### src/rtl/serial_add_ctrl.sv
// Bit-serial adder with valid/ready start and result handshakes; one full_adder cell, LSB first.
// Optional macro SERIAL_SUB_EN adds port sub (a + ~b + 1 when set at accept).

module full_adder (
  input  logic i_a,
  input  logic i_b,
  input  logic i_c,
  output logic o_s,
  output logic o_c
);
  assign o_s = i_a ^ i_b ^ i_c;
  assign o_c = (i_a & i_b) | (i_c & (i_a ^ i_b));
endmodule

module serial_add_ctrl #(
  parameter int WIDTH = 32
) (
  input  logic             clk,
  input  logic             rst,
  input  logic             start_valid,
  output logic             start_ready,
  input  logic [WIDTH-1:0] a,
  input  logic [WIDTH-1:0] b,
  input  logic             cin,
`ifdef SERIAL_SUB_EN
  input  logic             sub,
`endif
  output logic             res_valid,
  input  logic             res_ready,
  output logic [WIDTH-1:0] sum,
  output logic             cout,
  output logic             ovf,
  output logic             busy
);

  localparam int CW = $clog2(WIDTH);
  localparam logic [CW-1:0] LAST_BIT = CW'(WIDTH - 1);

  typedef enum logic [1:0] {IDLE, RUN, DONE} state_t;

  state_t           r_state;
  logic             r_start_ready;
  logic             r_busy;
  logic             r_res_valid;
  logic [WIDTH-1:0] r_a;
  logic [WIDTH-1:0] r_b;
  logic             r_carry;
  logic [CW-1:0]    r_cnt;
  logic [WIDTH-1:0] r_sum;
  logic             r_cout;
  logic             r_ovf;

  logic [WIDTH-1:0] w_b_in;
  logic             w_c_in;
  logic             w_s;
  logic             w_co;

`ifdef SERIAL_SUB_EN
  assign w_b_in = sub ? ~b : b;
  assign w_c_in = sub | cin;
`else
  assign w_b_in = b;
  assign w_c_in = cin;
`endif

  full_adder u_fa (
    .i_a (r_a[0]),
    .i_b (r_b[0]),
    .i_c (r_carry),
    .o_s (w_s),
    .o_c (w_co)
  );

  // r_a doubles as the result register: sum bits enter at the MSB as operand bits leave the LSB.
  // NOTE: all state here uses non-blocking assignments so every register samples pre-edge values.
  always_ff @(posedge clk) begin
    if (rst) begin
      r_state       <= IDLE;
      r_start_ready <= 1'b1;
      r_busy        <= 1'b0;
      r_res_valid   <= 1'b0;
      r_a           <= '0;
      r_b           <= '0;
      r_carry       <= 1'b0;
      r_cnt         <= '0;
      r_sum         <= '0;
      r_cout        <= 1'b0;
      r_ovf         <= 1'b0;
    end else begin
      case (r_state)
        IDLE: begin
          if (start_valid) begin
            r_a           <= a;
            r_b           <= w_b_in;
            r_carry       <= w_c_in;
            r_cnt         <= '0;
            r_state       <= RUN;
            r_start_ready <= 1'b0;
            r_busy        <= 1'b1;
          end
        end
        RUN: begin
          r_a     <= {w_s, r_a[WIDTH-1:1]};
          r_b     <= {1'b0, r_b[WIDTH-1:1]};
          r_carry <= w_co;
          r_cnt   <= r_cnt + CW'(1);
          if (r_cnt == LAST_BIT) begin
            r_sum       <= {w_s, r_a[WIDTH-1:1]};
            r_cout      <= w_co;
            r_ovf       <= r_carry ^ w_co;
            r_state     <= DONE;
            r_res_valid <= 1'b1;
          end
        end
        DONE: begin
          if (res_ready) begin
            r_state       <= IDLE;
            r_res_valid   <= 1'b0;
            r_busy        <= 1'b0;
            r_start_ready <= 1'b1;
          end
        end
        default: r_state <= IDLE;
      endcase
    end
  end

  assign start_ready = r_start_ready;
  assign busy        = r_busy;
  assign res_valid   = r_res_valid;
  assign sum         = r_sum;
  assign cout        = r_cout;
  assign ovf         = r_ovf;

endmodule

### config.mk
export PLATFORM = sky130hd
export DESIGN_NAME = serial_add_ctrl
export DESIGN_NICKNAME = d
export VERILOG_FILES = /design/src/rtl/serial_add_ctrl.sv
export SDC_FILE = /design/constraint.sdc
export NUM_CORES = 1
export LEC_CHECK = 0
export BUFFER_PORTS_ARGS = -buffer_cell sky130_fd_sc_hd__buf_2
export CAP_MARGIN = 20
export CORE_ASPECT_RATIO = 1.2
export CORE_UTILIZATION = 35
export CTS_BUF_LIST = sky130_fd_sc_hd__clkbuf_4 sky130_fd_sc_hd__clkbuf_8
export DETAILED_ROUTE_END_ITERATION = 12
export GPL_ROUTABILITY_DRIVEN = 1
export GPL_TIMING_DRIVEN = 0
export HOLD_SLACK_MARGIN = 0.12
export PLACE_DENSITY = 0.65
export SETUP_SLACK_MARGIN = 0.1
export SYNTH_ARGS = -nofsm -noshare
export SYNTH_HDL_FRONTEND = slang
export SYNTH_HIERARCHICAL = 1
export SYNTH_SLANG_ARGS = --single-unit
### constraint.sdc
create_clock -name clk -period 1.6 [get_ports clk]
set_input_delay 0.08 -clock clk [delete_from_list [all_inputs] [get_ports clk]]
set_output_delay 0.08 -clock clk [all_outputs]
set_load 0.02 [all_outputs]
==> results of run 1 <==
[worst max path at each step]
stage / from / endpoint / slack (ns) / cells past startpoint
floorplan: r_cnt[0] / sum[30] / 0.11 / 8
global placement: r_cnt[0] / sum[28] / -0.06 / 7
detailed placement: r_cnt[0] / sum[29] / -0.11 / 7
CTS: r_cnt[0] / sum[30] / 0.02 / 8
global route: r_cnt[0] / sum[6] / -0.04 / 8
finish: r_cnt[0] / sum[27] / 0.007 / 8
[cell families after synthesis]
group	share of synthesized area [%]
xor gates and xnor gates	0.1862
adders and majority gates	0.9574
AOI/OAI and AO/OA	28.06
buffers and inverters	6.409
muxes	0.2128
DFF	46.38
and+or+nand+nor	17.79
[synth_stat cells]
master / count
a32oi_1: 1
o21ba_2: 1
or3_1: 1
fa_1: 1
xnor2_1: 1
a211oi_1: 65
and3b_1: 1
o21ai_0: 1
buf_4: 4
dfxtp_1: 109
nand2b_1: 2
buf_1: 3
o2bb2ai_1: 60
clkbuf_1: 20
nand3b_1: 2
inv_1: 1
and3_1: 1
nor2b_1: 2
nor2_1: 130
ha_1: 2
nand2_1: 69
nand3b_2: 1
a211oi_2: 1
o21bai_2: 1
o21bai_1: 1
inv_2: 1
buf_6: 6
o22ai_1: 4
nand3_1: 2
buf_2: 22
a21oi_1: 38
a2bb2oi_1: 1
a22oi_1: 2
a31oi_1: 2
or4_1: 1
mux2i_1: 1
[layer usage]
metal,vias up,global-route usage [%]
li1,2312,-
met1,2168,22.34
met2,120,35.03
met3,18,3.749
met4,0,7.655
met5,-,0
[state kept, by name, indices dropped and copies added (netlist names)]
signal	count
r_state	2
r_cnt	5
res_valid	1
cout	1
ovf	1
r_b	32
busy	1
sum	32
r_a	32
r_carry	1
start_ready	1
[worst reg2reg max path, stage by stage (launching register included)]
cell     delay [ns]
dfxtp_2        0.35
ha_4           0.15
and3_4         0.18
ha_4           0.15
and3b_2        0.22
buf_8          0.15
buf_8          0.14
nand2_4        0.05
a21oi_1        0.06
[per-stage QoR]
| stage | area (um2) | setup slack, ns |
|---|---|---|
| floorplan | 4740 | 0.1065 |
| CTS | 6377 | 0.01928 |
| global route | 6533 | -0.04373 |
| finish | 6533 | 0.006958 |
| global placement | 5465 | -0.05727 |
| detailed placement | 5465 | -0.1112 |
[power breakdown]
part           switching [mW]  internal (mW)  leakage, nW
Sequential              0.133           2.88        0.897
Combinational           0.434          0.405         1.75
Clock                   0.920          0.748       0.0902
Total                    1.49           4.03         2.74
[layout make-up]
class | count | area, um2
buffer | 55 | 369.1
timing repair buffer | 160 | 1077
fill | 1299 | 6648
clock buffer | 10 | 137.6
clock inverter | 4 | 50.05
sequential | 109 | 2186
tap | 168 | 210.2
multi-input combinational | 395 | 2495
inverter | 2 | 7.507
[repair_timing]
action | 4_1_cts | 5_1_grt
endpoints found under the hold margin | 46 | 0
buffers inserted | 7 | 3
hold buffers | 43 | 0
pin swaps | 14 | 11
resized for setup | 68 | 39
endpoints found under the setup margin | 35 | 77
gates cloned | 4 | 0
==> flow_metrics.tcl, run 1 <==
set metrics [dict create \
    fin_worst_skew_ns 0.01021 \
    die_w_um 107.8 \
    avgSynthCellArea_um2 8.386 \
    synthToLayoutAreaGrowth_pct 38.86 \
    r2r_end "sum[27]" \
    crit_arrival_ns 1.82 \
    grt_start_max_net_pins 17 \
    route.met3.wl_um 558 \
    final_common_cell "nor2_1" \
    total_power_mw 5.517 \
    grtUsageTotal_pct 19.39 \
    drc_errors 0 \
    finalSetupViolations 0 \
    clock-sinks 109 \
    worst_hold_slack_ns 0.1335 \
    drive_gt1_share_pct 32.52 \
    finalHoldViolations 0 \
    tritoncts "built" \
    clock_latency_ns 0.37 \
    die_y_um 129 \
    wl_per_cell_um 14.89 \
    cts_buffers 9 \
    antenna_found_initial 0 \
    max_stage_delay_ns 0.35 \
    yosysTopAreaCellShare_pct 46.38 \
    crit_required_ns 1.82 \
    path_cells "ha_4, and3_4, ha_4, and3b_2, buf_8, buf_8, nand2_4, a21oi_1" \
    placedCellCount 832 \
    r2r_cells 8 \
    r2r_setup_slack_ns 0.007 \
    ant_nets 0 \
    dpl.hpwl_um 9120 \
    netlist_instances 561 \
    dr.pass1.iters 4 \
    seq_area_frac_synth_pct 46.38 \
    synthesis.area_um2 4705 \
    outcome "completed" \
    wl_met1_um 5834 \
    hold_start "a[19]" \
    hp-class "input port to flip-flop" \
    worst_setup_path_start_kind "flip-flop" \
    nets 804 \
    fmax_ghz 0.6277 \
    synth.distinct_cells 36 \
    dr_wl_met2_um 6774 \
    io_buffers 103 \
    die_area_um2 13910 \
    rsz0062_at_grt "yes" \
    rows 46 \
    crit_type "flip-flop to flip-flop" \
    maxSlewViolCount 0 \
    antennaDiodeCount 0 \
    period_share_pct 99.57 \
    drv_cap 0 \
    first_iter_violations 174 \
    clk_pin_slew_worst_paths_ns 0.10 \
    most-common-layout-cells "nor2_1 (130), buf_2 (115), dfxtp_1 (106)" \
    routabilityCongestion 0.7847 \
    initial_core_util_pct 35.69 \
    relSlewSlack_pct 52.47 \
    top_layer_used "met4" \
    grt_pass1_vias 4587 \
    post-route-util_pct 49.56 \
    cp_top_family "simple AND/OR/NAND/NOR gates" \
    path_buf_inv 2 \
    final.setup.tns_ns 0 \
    final_cells 903 \
    cts_root_buf "clkbuf_8" \
    pin_count 106 \
    clockBufferDepth 2 \
    slowest_stage "dfxtp_2" \
    min_path_cells 4 \
    synthTopCellsByArea "dfxtp_1 (46%), o2bb2ai_1 (11%), a211oi_1 (10%)" \
    worst_pin_slew_ns 0.7130 \
    fin_crit_ns 1.593 \
    end_kind "flip-flop" \
    gr-total-overflow 0 \
    reg2reg_from "r_cnt[0]" \
    synth_area_leader_cell "dfxtp_1" \
    drt_wl_total_um 13440 \
    ys_ff_latch 109 \
    worstHoldEndpoint "r_a[19]" \
    htreeDepth 3 \
    yosysWarnings 6 \
    cp_max_fo 5 \
    grt_pass1_wl_um 21220 \
    viasPerCell 5.114 \
    vias 4618 \
    core_um2 13180 \
    syn_nets 633 \
    peakVddDrop_v 0.0005382 \
    leakage_nw 2.742 \
    powerDensity_nw_per_um2 844.5 \
]
Note: power is estimated with default switching activity, not from simulation.
==> run 2: changes to the inputs <==
--- a/config.mk
+++ b/config.mk
@@ -14,8 +14,10 @@
 export GPL_ROUTABILITY_DRIVEN = 1
 export GPL_TIMING_DRIVEN = 0
 export HOLD_SLACK_MARGIN = 0.12
+export MAX_ROUTING_LAYER = met4
 export PLACE_DENSITY = 0.65
 export SETUP_SLACK_MARGIN = 0.1
+export SKIP_CTS_REPAIR_TIMING = 1
 export SYNTH_ARGS = -nofsm -noshare
 export SYNTH_HDL_FRONTEND = slang
 export SYNTH_HIERARCHICAL = 1
==> flow_metrics.tcl, run 2 (synthesized netlist as in run 1, its figures left out) <==
set metrics [dict create \
    path_buf_inv 2 \
    peakVddDrop_v 0.0005233 \
    synthToLayoutAreaGrowth_pct 28.96 \
    clk_pin_slew_worst_paths_ns 0.10 \
    crit_required_ns 1.83 \
    grt_pass1_wl_um 19690 \
    die_y_um 129 \
    dpl.hpwl_um 9120 \
    rows 46 \
    wl_per_cell_um 14.94 \
    timing.final.ws_setup_ns -0.04140 \
    worst_pin_slew_ns 0.6509 \
    crit_arrival_ns 1.87 \
    fin_crit_ns 1.641 \
    max_stage_delay_ns 0.37 \
    htreeDepth 3 \
    crit_type "flip-flop to flip-flop" \
    core_um2 13180 \
    total_power_mw 5.429 \
    outcome "complete, but fails checks" \
    grt_start_max_net_pins 17 \
    fmax_ghz 0.6092 \
    most-common-layout-cells "nor2_1 (130), buf_2 (115), dfxtp_1 (106)" \
    drc_errors 0 \
    leakage_nw 2.533 \
    drv_cap 0 \
    gr-total-overflow 0 \
    relSlewSlack_pct 56.61 \
    first_iter_violations 170 \
    drt_wl_total_um 12860 \
    fin_worst_skew_ns 0.009865 \
    rsz0062_at_grt "yes" \
    routabilityCongestion 0.7956 \
    crit_path_frequent_cell "ha_4" \
    finalSetupViolations 31 \
    clock-sinks 109 \
    grt_pass1_vias 4230 \
    slowest_stage "dfxtp_4" \
    worst_hold_slack_ns 0.09784 \
    cp_max_fo 5 \
    cts_root_buf "clkbuf_8" \
    ant_nets 0 \
    cts_buffers 9 \
    period_share_pct 102.6 \
    path_cells "ha_4, and3_4, ha_4, and3b_2, buf_6, clkbuf_16, nand2_2, a21oi_1" \
    cp_top_family "simple AND/OR/NAND/NOR gates" \
    final_common_cell "nor2_1" \
    worst_setup_path_start_kind "flip-flop" \
    finalHoldViolations 0 \
    pin_count 106 \
    grtUsageTotal_pct 18.50 \
    initial_core_util_pct 35.69 \
    antennaDiodeCount 0 \
    tritoncts "built" \
    maxSlewViolCount 0 \
    clock_latency_ns 0.36 \
    powerDensity_nw_per_um2 894.8 \
    dr.pass1.iters 4 \
    drive_gt1_share_pct 30.88 \
    viasPerCell 5.152 \
    nets 762 \
    post-route-util_pct 46.03 \
    die_w_um 107.8 \
    die_area_um2 13910 \
    vias 4436 \
    antenna_found_initial 0 \
    io_buffers 103 \
    violations "negative setup slack" \
    clockBufferDepth 2 \
    hp-class "input port to flip-flop" \
    end_kind "flip-flop" \
]
run 2: final cells by class:
type | instances | area (um2)
multi-input combinational | 395 | 2441
fill | 1313 | 7113
tap | 168 | 210.2
clock inverter | 4 | 50.05
clock buffer | 10 | 137.6
inverter | 2 | 7.507
sequential | 109 | 2188
buffer | 55 | 345.3
timing repair buffer | 118 | 686.9
run 2: worst paths after layout:
check	slack (ns)	cells past startpoint	endpoint	start
max	-0.04	8	sum[27]	r_cnt[0]
max reg2reg	-0.04	8	sum[27]	r_cnt[0]
min	0.1	4	r_b[27]	b[27]
min reg2reg	0.46	2	sum[27]	sum[27]
run 2: metal layers:
| metal | global-route usage [%] | part of all wire (%) | vias to the layer above |
|---|---|---|---|
| met1 | 21.15 | 44 | 2051 |
| met5 | - | 0 | - |
| li1 | - | - | 2240 |
| met2 | 31.26 | 49 | 120 |
| met4 | 8.058 | 2.6 | 0 |
| met3 | 3.647 | 4.1 | 25 |
run 2: tightest hold or removal path: stages:
cell and delay (ns):
buf_2 0.09, nor2_1 0.07, o2bb2ai_1 0.11, a211oi_1 0.06
run 2: power by group:
part	switching [mW]	internal, mW
clock	0.915	0.748
sequential	0.131	2.88
combinational	0.416	0.344
total	1.46	3.97
run 2: per-stage QoR:
stage	instances	instance area, um2	setup TNS [ns]	setup slack (ns)
final	861	6067	-0.6483	-0.04140
after global routing	861	6067	-2.260	-0.08560
after CTS	846	5653	-2.777	-0.1238
after detailed placement	832	5465	-2.365	-0.1112
after global placement	832	5465	-1.220	-0.05727
after floorplan	561	4740	0	0.1065
